### config.mk
export PLATFORM = sky130hd
export DESIGN_NAME = bcd_updown_counter_flat
export DESIGN_NICKNAME = d
export VERILOG_FILES = /design/src/rtl/bcd_updown_counter_if.sv /design/src/rtl/bcd_updown_counter.sv /design/src/flat_wrapper.sv
export SDC_FILE = /design/constraint.sdc
export NUM_CORES = 1
export LEC_CHECK = 0
export ABC_CLOCK_PERIOD_IN_PS = 2690
export CORE_AREA = 8 8 45 47
export DETAILED_ROUTE_END_ITERATION = 10
export DIE_AREA = 0 0 53 55
export GPL_TIMING_DRIVEN = 0
export PLACE_DENSITY = 0.57
export SLEW_MARGIN = 20
export SYNTH_ARGS = -nofsm -noshare
export SYNTH_HDL_FRONTEND = slang
export SYNTH_SLANG_ARGS = --single-unit
### constraint.sdc
create_clock -name CLK -period 2.69 [get_ports CLK]
set_input_delay 0.538 -clock CLK [delete_from_list [all_inputs] [get_ports CLK]]
set_output_delay 0.538 -clock CLK [all_outputs]
set_load 0.01 [all_outputs]
### src/rtl/bcd_updown_counter_if.sv
// ---------------------------------------------------------------------------
// bcd_updown_counter_if
//
// Bundles the control, load and status signals of bcd_updown_counter.
// Clock and reset are not part of the bundle; they stay plain module ports.
//
// Parameters:
//   WIDTH    bits per digit
//   DIGITS   number of cascaded digits
//
// Signals:
//   EN        count enable                          (master -> slave)
//   UP        direction, 1 = up, 0 = down           (master -> slave)
//   LOAD      synchronous parallel load             (master -> slave)
//   LOAD_VAL  load value, one WIDTH field per digit (master -> slave)
//   ONESHOT   1 = stop at terminal count            (master -> slave)
//   out       registered counter value              (slave -> master)
//   TC        terminal count, combinational         (slave -> master)
//   CO        carry/borrow out for cascading        (slave -> master)
//   DONE      sticky one-shot completion flag       (slave -> master)
// ---------------------------------------------------------------------------
interface bcd_updown_counter_if #(
  parameter int WIDTH  = 4,
  parameter int DIGITS = 1
);
  logic                      EN;
  logic                      UP;
  logic                      LOAD;
  logic [DIGITS*WIDTH-1:0]   LOAD_VAL;
  logic                      ONESHOT;
  logic [DIGITS*WIDTH-1:0]   out;
  logic                      TC;
  logic                      CO;
  logic                      DONE;

  modport master (
    output EN, UP, LOAD, LOAD_VAL, ONESHOT,
    input  out, TC, CO, DONE
  );

  modport slave (
    input  EN, UP, LOAD, LOAD_VAL, ONESHOT,
    output out, TC, CO, DONE
  );
endinterface

### src/rtl/bcd_updown_counter.sv
// ---------------------------------------------------------------------------
// bcd_updown_counter
//
// Cascadable multi-digit modulo-MODULUS up/down counter with synchronous
// load (with per-digit clamping), count enable, direction control and a
// one-shot mode that stops at the terminal count and raises a sticky DONE.
// MODULUS = 10 gives a BCD counter that can drive digit displays directly.
//
// Parameters:
//   WIDTH    bits per digit
//   MODULUS  count modulus per digit, legal range 2 .. 2**WIDTH
//   DIGITS   number of digits; digit 0 is out[WIDTH-1:0]
//
// Ports:
//   CLK      clock, all state changes on the rising edge
//   RESET    synchronous active-high reset (out = 0, DONE = 0)
//   bus      slave side of bcd_updown_counter_if (EN, UP, LOAD, LOAD_VAL,
//            ONESHOT in; out, TC, CO, DONE out)
//
// Priority on each edge: RESET > LOAD > count (EN & ~DONE) > hold.
// TC and CO are combinational from the registered digits, UP, EN and DONE.
// ---------------------------------------------------------------------------
module bcd_updown_counter #(
  parameter int WIDTH   = 4,
  parameter int MODULUS = 10,
  parameter int DIGITS  = 1
) (
  input  logic                 CLK,
  input  logic                 RESET,
  bcd_updown_counter_if.slave  bus
);

  // Largest legal digit value, and the modulus widened by one bit so that
  // MODULUS = 2**WIDTH stays representable in the clamp comparison.
  localparam logic [WIDTH-1:0] MAX_DIGIT = WIDTH'(MODULUS - 1);
  localparam logic [WIDTH:0]   MOD_EXT   = (WIDTH + 1)'(MODULUS);

  logic [WIDTH-1:0]        term_val;
  logic [DIGITS-1:0]       at_term;
  // chain[k] = all digits below k sit at the terminal value, so digit k
  // steps; chain[DIGITS] is the whole-counter terminal count.
  logic [DIGITS:0]         chain;
  logic [DIGITS*WIDTH-1:0] out_vec;
  logic                    step_en;
  logic                    freeze;
  logic                    done_reg;
  logic                    done_next;

  assign term_val = bus.UP ? MAX_DIGIT : '0;
  assign chain[0] = 1'b1;
  assign step_en  = bus.EN & ~done_reg;
  // In one-shot mode the step taken at terminal count leaves out unchanged
  // and sets DONE instead of wrapping.
  assign freeze   = bus.ONESHOT & chain[DIGITS];

  genvar gi;
  generate
    for (gi = 0; gi < DIGITS; gi++) begin : g_digit
      logic [WIDTH-1:0] digit_reg;
      logic [WIDTH-1:0] digit_next;
      logic [WIDTH-1:0] load_field;
      logic [WIDTH-1:0] load_clamped;
      logic [WIDTH-1:0] step_val;

      assign load_field   = bus.LOAD_VAL[gi*WIDTH +: WIDTH];
      assign load_clamped = ({1'b0, load_field} >= MOD_EXT) ? MAX_DIGIT : load_field;
      assign at_term[gi]  = (digit_reg == term_val);
      assign chain[gi+1]  = chain[gi] & at_term[gi];

      always_comb begin
        step_val = digit_reg;
        if (bus.UP) begin
          step_val = at_term[gi] ? '0 : digit_reg + 1'b1;
        end else begin
          step_val = at_term[gi] ? MAX_DIGIT : digit_reg - 1'b1;
        end
      end

      always_comb begin
        digit_next = digit_reg;
        if (bus.LOAD) begin
          digit_next = load_clamped;
        end else if (step_en && !freeze && chain[gi]) begin
          digit_next = step_val;
        end
      end

      always_ff @(posedge CLK) begin
        if (RESET) begin
          digit_reg <= '0;
        end else begin
          digit_reg <= digit_next;
        end
      end

      assign out_vec[gi*WIDTH +: WIDTH] = digit_reg;
    end
  endgenerate

  always_comb begin
    done_next = done_reg;
    if (bus.LOAD) begin
      done_next = 1'b0;
    end else if (step_en && freeze) begin
      done_next = 1'b1;
    end
  end

  always_ff @(posedge CLK) begin
    if (RESET) begin
      done_reg <= 1'b0;
    end else begin
      done_reg <= done_next;
    end
  end

  assign bus.out  = out_vec;
  assign bus.TC   = chain[DIGITS];
  assign bus.CO   = chain[DIGITS] & step_en;
  assign bus.DONE = done_reg;

endmodule

### src/flat_wrapper.sv
// flat-port wrapper written by rule: the top's interface ports become plain ports
module bcd_updown_counter_flat 
#(
  parameter int WIDTH   = 4,
  parameter int MODULUS = 10,
  parameter int DIGITS  = 1
)
  (CLK, RESET, bus_EN, bus_UP, bus_LOAD, bus_LOAD_VAL, bus_ONESHOT, bus_out, bus_TC, bus_CO, bus_DONE);
  bcd_updown_counter_if #(.WIDTH(WIDTH), .DIGITS(DIGITS)) bus_i ();
  input  logic CLK;
  input  logic RESET;
  input wire logic [$bits(bus_i.EN)-1:0] bus_EN;
  input wire logic [$bits(bus_i.UP)-1:0] bus_UP;
  input wire logic [$bits(bus_i.LOAD)-1:0] bus_LOAD;
  input wire logic [$bits(bus_i.LOAD_VAL)-1:0] bus_LOAD_VAL;
  input wire logic [$bits(bus_i.ONESHOT)-1:0] bus_ONESHOT;
  output wire logic [$bits(bus_i.out)-1:0] bus_out;
  output wire logic [$bits(bus_i.TC)-1:0] bus_TC;
  output wire logic [$bits(bus_i.CO)-1:0] bus_CO;
  output wire logic [$bits(bus_i.DONE)-1:0] bus_DONE;
  assign bus_i.EN = bus_EN;
  assign bus_i.UP = bus_UP;
  assign bus_i.LOAD = bus_LOAD;
  assign bus_i.LOAD_VAL = bus_LOAD_VAL;
  assign bus_i.ONESHOT = bus_ONESHOT;
  assign bus_out = bus_i.out;
  assign bus_TC = bus_i.TC;
  assign bus_CO = bus_i.CO;
  assign bus_DONE = bus_i.DONE;
  bcd_updown_counter #(.WIDTH(WIDTH), .MODULUS(MODULUS), .DIGITS(DIGITS)) u_core (.CLK(CLK), .RESET(RESET), .bus(bus_i));
endmodule
[Word-level counts from Yosys, hierarchy flattened]
Index checks and enable logic that the tools add are counted.
Cells by class
  bitwise logic cells: 4
  magnitude comparators: 1
  muxes and demuxes: 7
  multiply operators: 0
  add/sub/neg operators: 2
  reductions and logical operators: 5
  equality and inequality tests: 1
  shifts and indexed selects: 0
  divide/modulo/power cells: 0
Operator list (number)
  $mux 4: 7
  $add 4x1->4 const B: 1
  $eq 4x4->1: 1
  $ge 4x4->1 const B: 1
  $sub 4x1->4 const B: 1
  $and 1x1->1: 3
  $logic_and 1x1->1: 2
  $reduce_bool 2->1: 1
  $reduce_or 2->1: 1
  $logic_not 1->1: 1
  $not 1->1: 1
Word-level totals
  bits in writable memories: 0
  memory bits (read-only): 0
  flip-flop bits (word level): 5
  word-level logic and storage cells: 22
  memories kept: 0
  latch bits: 0
  bits of input ports: 10

[Longest topological paths before layout]
Gate-level depths: netlist of run 1.
  depth in word-level cells: 7
  gate-level depth with buffers: 6
  mapped depth without buffers: 6

[Worst setup path after synthesis of run 1]
OpenSTA, ideal clock, no wires.
  path type: input to output
  start: input bus_UP
  end: output bus_CO
  setup slack: 0.538 ns
  arrival: 1.614 ns
  stages: 5
  buffers on the path: 1
  cells stage by stage: buf_6 > or3_4 > a211oi_4 > inv_1 > nor2_1
On the way
  cells in the longest elaborated chain, start to end: 3
RTL lines
  start, declared: line flat_wrapper.sv:13  | input wire logic [$bits(bus_i.UP)-1:0] bus_UP;
  $mux 4: line bcd_updown_counter.sv:49  | assign term_val = bus.UP ? MAX_DIGIT : '0;
  $eq 4x4->1: line bcd_updown_counter.sv:67  | assign at_term[gi] = (digit_reg == term_val);
  named net bus_TC: line flat_wrapper.sv:18  | output wire logic [$bits(bus_i.TC)-1:0] bus_TC;
  $and 1x1->1: line bcd_updown_counter.sv:119  | assign bus.CO = chain[DIGITS] & step_en;
  end, declared: line flat_wrapper.sv:19  | output wire logic [$bits(bus_i.CO)-1:0] bus_CO;
The timed path passes the listed nets, and every way through them passes these cells.

[Worst setup path after layout of run 1]
  start: register u_core.g_digit[0].digit_reg[3], in the netlist u_core.bus.out[3]
  end: output bus_TC
On the way
  cells in the longest elaborated chain, start to end: 1
RTL lines
  start, declared: line bcd_updown_counter.sv:59  | logic [WIDTH-1:0] digit_reg;
  start signal, assigned: line bcd_updown_counter.sv:92  | digit_reg <= digit_next;
  $eq 4x4->1: line bcd_updown_counter.sv:67
  end, declared: line flat_wrapper.sv:18
Every way passes these cells.

==> results.yml, run 1 <==
floorplanning:
  fp.dieH_um: 55
  core_mm2: 0.00138
  die_area_mm2: 0.00292
  die_x_um: 53
  start_util_pct: 29.4
  rows: 14
  ios: 17
critical_path:
  end_kind: "output pin"
  crit_chain: "or3_4, a211oi_4, clkdlybuf4s50_1"
  path_class: "reg -> out"
  startpoint_type: "register"
  cp.arrival_ps: 1890
  path_max_fanout: 7
  critPathMaxStageDelay_ps: 590
  worst-r2r-setup-slack_ps: 910
  r2r-start: "u_core.bus.out[1]"
  crit_required_ps: 2150
  slowest_stage: "clkdlybuf4s50_1"
  startpoint: "u_core.bus.out[3]"
synth:
  synth_top_family_by_area: "compound AO/OA/AOI/OAI gates"
  synthesis.nets: 60
  synth_cell_types: 31
  yosysSeqAreaShare_pct: 24.6
  synth_compound_area_share_pct: 31.7
  synth_xor_area_share_pct: 4.31
  synth_edf_count: 0
  ys_ff_latch: 5
  dominantRegCellSynth: "dfxtp_1"
  synth-simple-area-share_pct: 19.7
  synth_fa_ha_area_share_pct: 6.15
  ys_async_sr_fraction_pct: 0
  postSynthCellCount: 48
  synth-warning-count: 0
  syn_area_um2: 407
  syn_avg_cell_area_um2: 8.47
  synthMuxAreaShare_pct: 5.23
layout:
  area_delta_synth_final_pct: 48.3
  final_cell_mix: "13 x clkdlybuf4s50_1, 5 x inv_1, 5 x dfxtp_1, 4 x o21ai_0, 3 x clkbuf_4"
  final_layout_size_suffix_gt1_share_pct: 16.4
  postLayoutCoreUtil_pct: 43.6
  seq_area_um2: 100
  final_common_cell: "clkdlybuf4s50_1"
  fin_nets: 80
  multiInputGateArea_um2: 273
  final_cell_area_um2: 603
  fillCellCount: 146
  n_antenna_cell: 0
power:
  peakVddDrop_mv: 0.206
  p_per_area_mw_per_mm2: 432
  leakage_nw: 0.244
sta:
  layout_min_cycle_time_ps: 2430
  fmax_mhz: 412
  tns_ps: 0
  worst_slew_pin_slew_ps: 363
  fin_skew_ps: 2.81
  whs_ps: 583
  max-slew-margin-rel_pct: 75.8
  rsz0062_at_grt: "false"
  layout_worst_path_cycle_share_pct: 90.3
  slew_viol_final: 0
  hold_viol: 0
  setup_viol: 0
run:
  cap_viol_max_count: 0
cts:
  htreeDepth: 1
  cts.path.max_buffers: 2
  root_buffer: "clkbuf_4"
  cts_tree: "yes"
  cts_inserted_buffers: 3
  cts_hold_buf: 0
  clock_sinks: 5
  insertion_delay_ps: 240
  cts.clk_slew.worst_paths_ps: 40
min_path:
  hold_path.startpoint: "u_core.bus.DONE"
  hp-class: "reg -> reg"
place:
  port_buffers: 14
  place_hpwl_um: 805
  place_congestion: 0.657
  place_area_um2: 567
detailed_routing:
  vias: 400
  wire_per_inst_um: 12.1
  drc_errors: 0
  post_drt_via_cell_ratio: 4.82
  ant_nets: 0
  dr.pass1.iters: 4
  wirelength_um: 1000
  initialDrtViolationCount: 11
global_route:
  grt_pass1_vias: 376
  track_usage_pct: 6.99
  antenna_found_initial: 0
  overflow: 0
  grt_pass1_wl_um: 1550
  grt_start_max_net_pins: 10
status:
  status: "complete, no violations"
[cells in the mapped netlist (2+ instances only)]
master / n / area (um2)
a21oi_1: 2 / 10.0
ha_1: 2 / 25.0
nor2_1: 2 / 7.51
o21ai_0: 4 / 20.0
a31oi_1: 2 / 12.5
dfxtp_1: 5 / 100
nand2_1: 2 / 7.51
inv_1: 5 / 18.8
nand2b_1: 2 / 12.5
[repair_timing]
item	CTS	global route
endpoints found under the setup margin	0	1
setup buffers	0	1
gates resized for setup	0	1
[final timing paths]
check,endpoint,cells after the start
max,bus_TC,3
min,u_core.bus.DONE,2
max reg2reg,u_core.bus.out[1],5
min reg2reg,u_core.bus.DONE,2
[metal layers]
metal / track usage (%) / wire [um] / vias up
li1: - / - / 214
met1: 7.60 / 454 / 177
met2: 11.3 / 487 / 9
met3: 1.34 / 60 / 0
met4: 6.47 / 0 / 0
met5: 0 / 0 / -
[metrics by stage]
step	total power (W)	std cells	setup WS [ps]
after floorplan	0.000140	48	538
after global placement	0.000176	78	80.5
after detailed placement	0.000177	78	82.5
after CTS	0.000264	82	54.6
after global routing	0.000276	83	188
final	0.000260	83	262
[critical path: cells and delay by family, from the launching register on]
family / cells / cell delay [ps]
buffers and inverters: 1 / 590
flip-flops: 1 / 360
AND/OR/NAND/NOR: 1 / 420
AO/OA/AOI/OAI: 1 / 290
[registers in the layout (all words and copies together), names as in the netlist]
| signal | flops |
|---|---|
| u_core.bus.DONE | 1 |
| u_core.bus.out | 4 |
[power breakdown]
part | total [W] | internal, W | switching [W]
clock network | 0.0000833 | 0.0000559 | 0.0000274
logic | 0.0000866 | 0.0000511 | 0.0000355
registers | 0.0000905 | 0.0000799 | 0.0000106
[area by class of cell]
class | instances | area share, %
Tap cell | 16 | 3.32
Timing Repair Buffer | 15 | 24.9
Inverter | 5 | 3.11
Clock buffer | 4 | 4.36
Sequential cell | 5 | 16.6
Buffer | 2 | 2.49
Multi-Input combinational cell | 36 | 45.2
[logic make-up after synthesis]
group	Yosys count
AOI/OAI and AO/OA	17
xor gates and xnor gates	2
adders and majority gates	2
buffers and inverters	7
DFF	5
muxes	2
and+or+nand+nor	13
(Power assumes the default switching activity.)
==> run 2, diff against run 1 <==
--- a/config.mk
+++ b/config.mk
@@ -11,7 +11,9 @@
 export DIE_AREA = 0 0 53 55
 export GPL_TIMING_DRIVEN = 0
 export PLACE_DENSITY = 0.57
+export SETUP_SLACK_MARGIN = 0.02
 export SLEW_MARGIN = 20
 export SYNTH_ARGS = -nofsm -noshare
 export SYNTH_HDL_FRONTEND = slang
 export SYNTH_SLANG_ARGS = --single-unit
+export TNS_END_PERCENT = 20
==> results of run 2 <==
Final layout, timing and power as in run 1 (identical DEF).
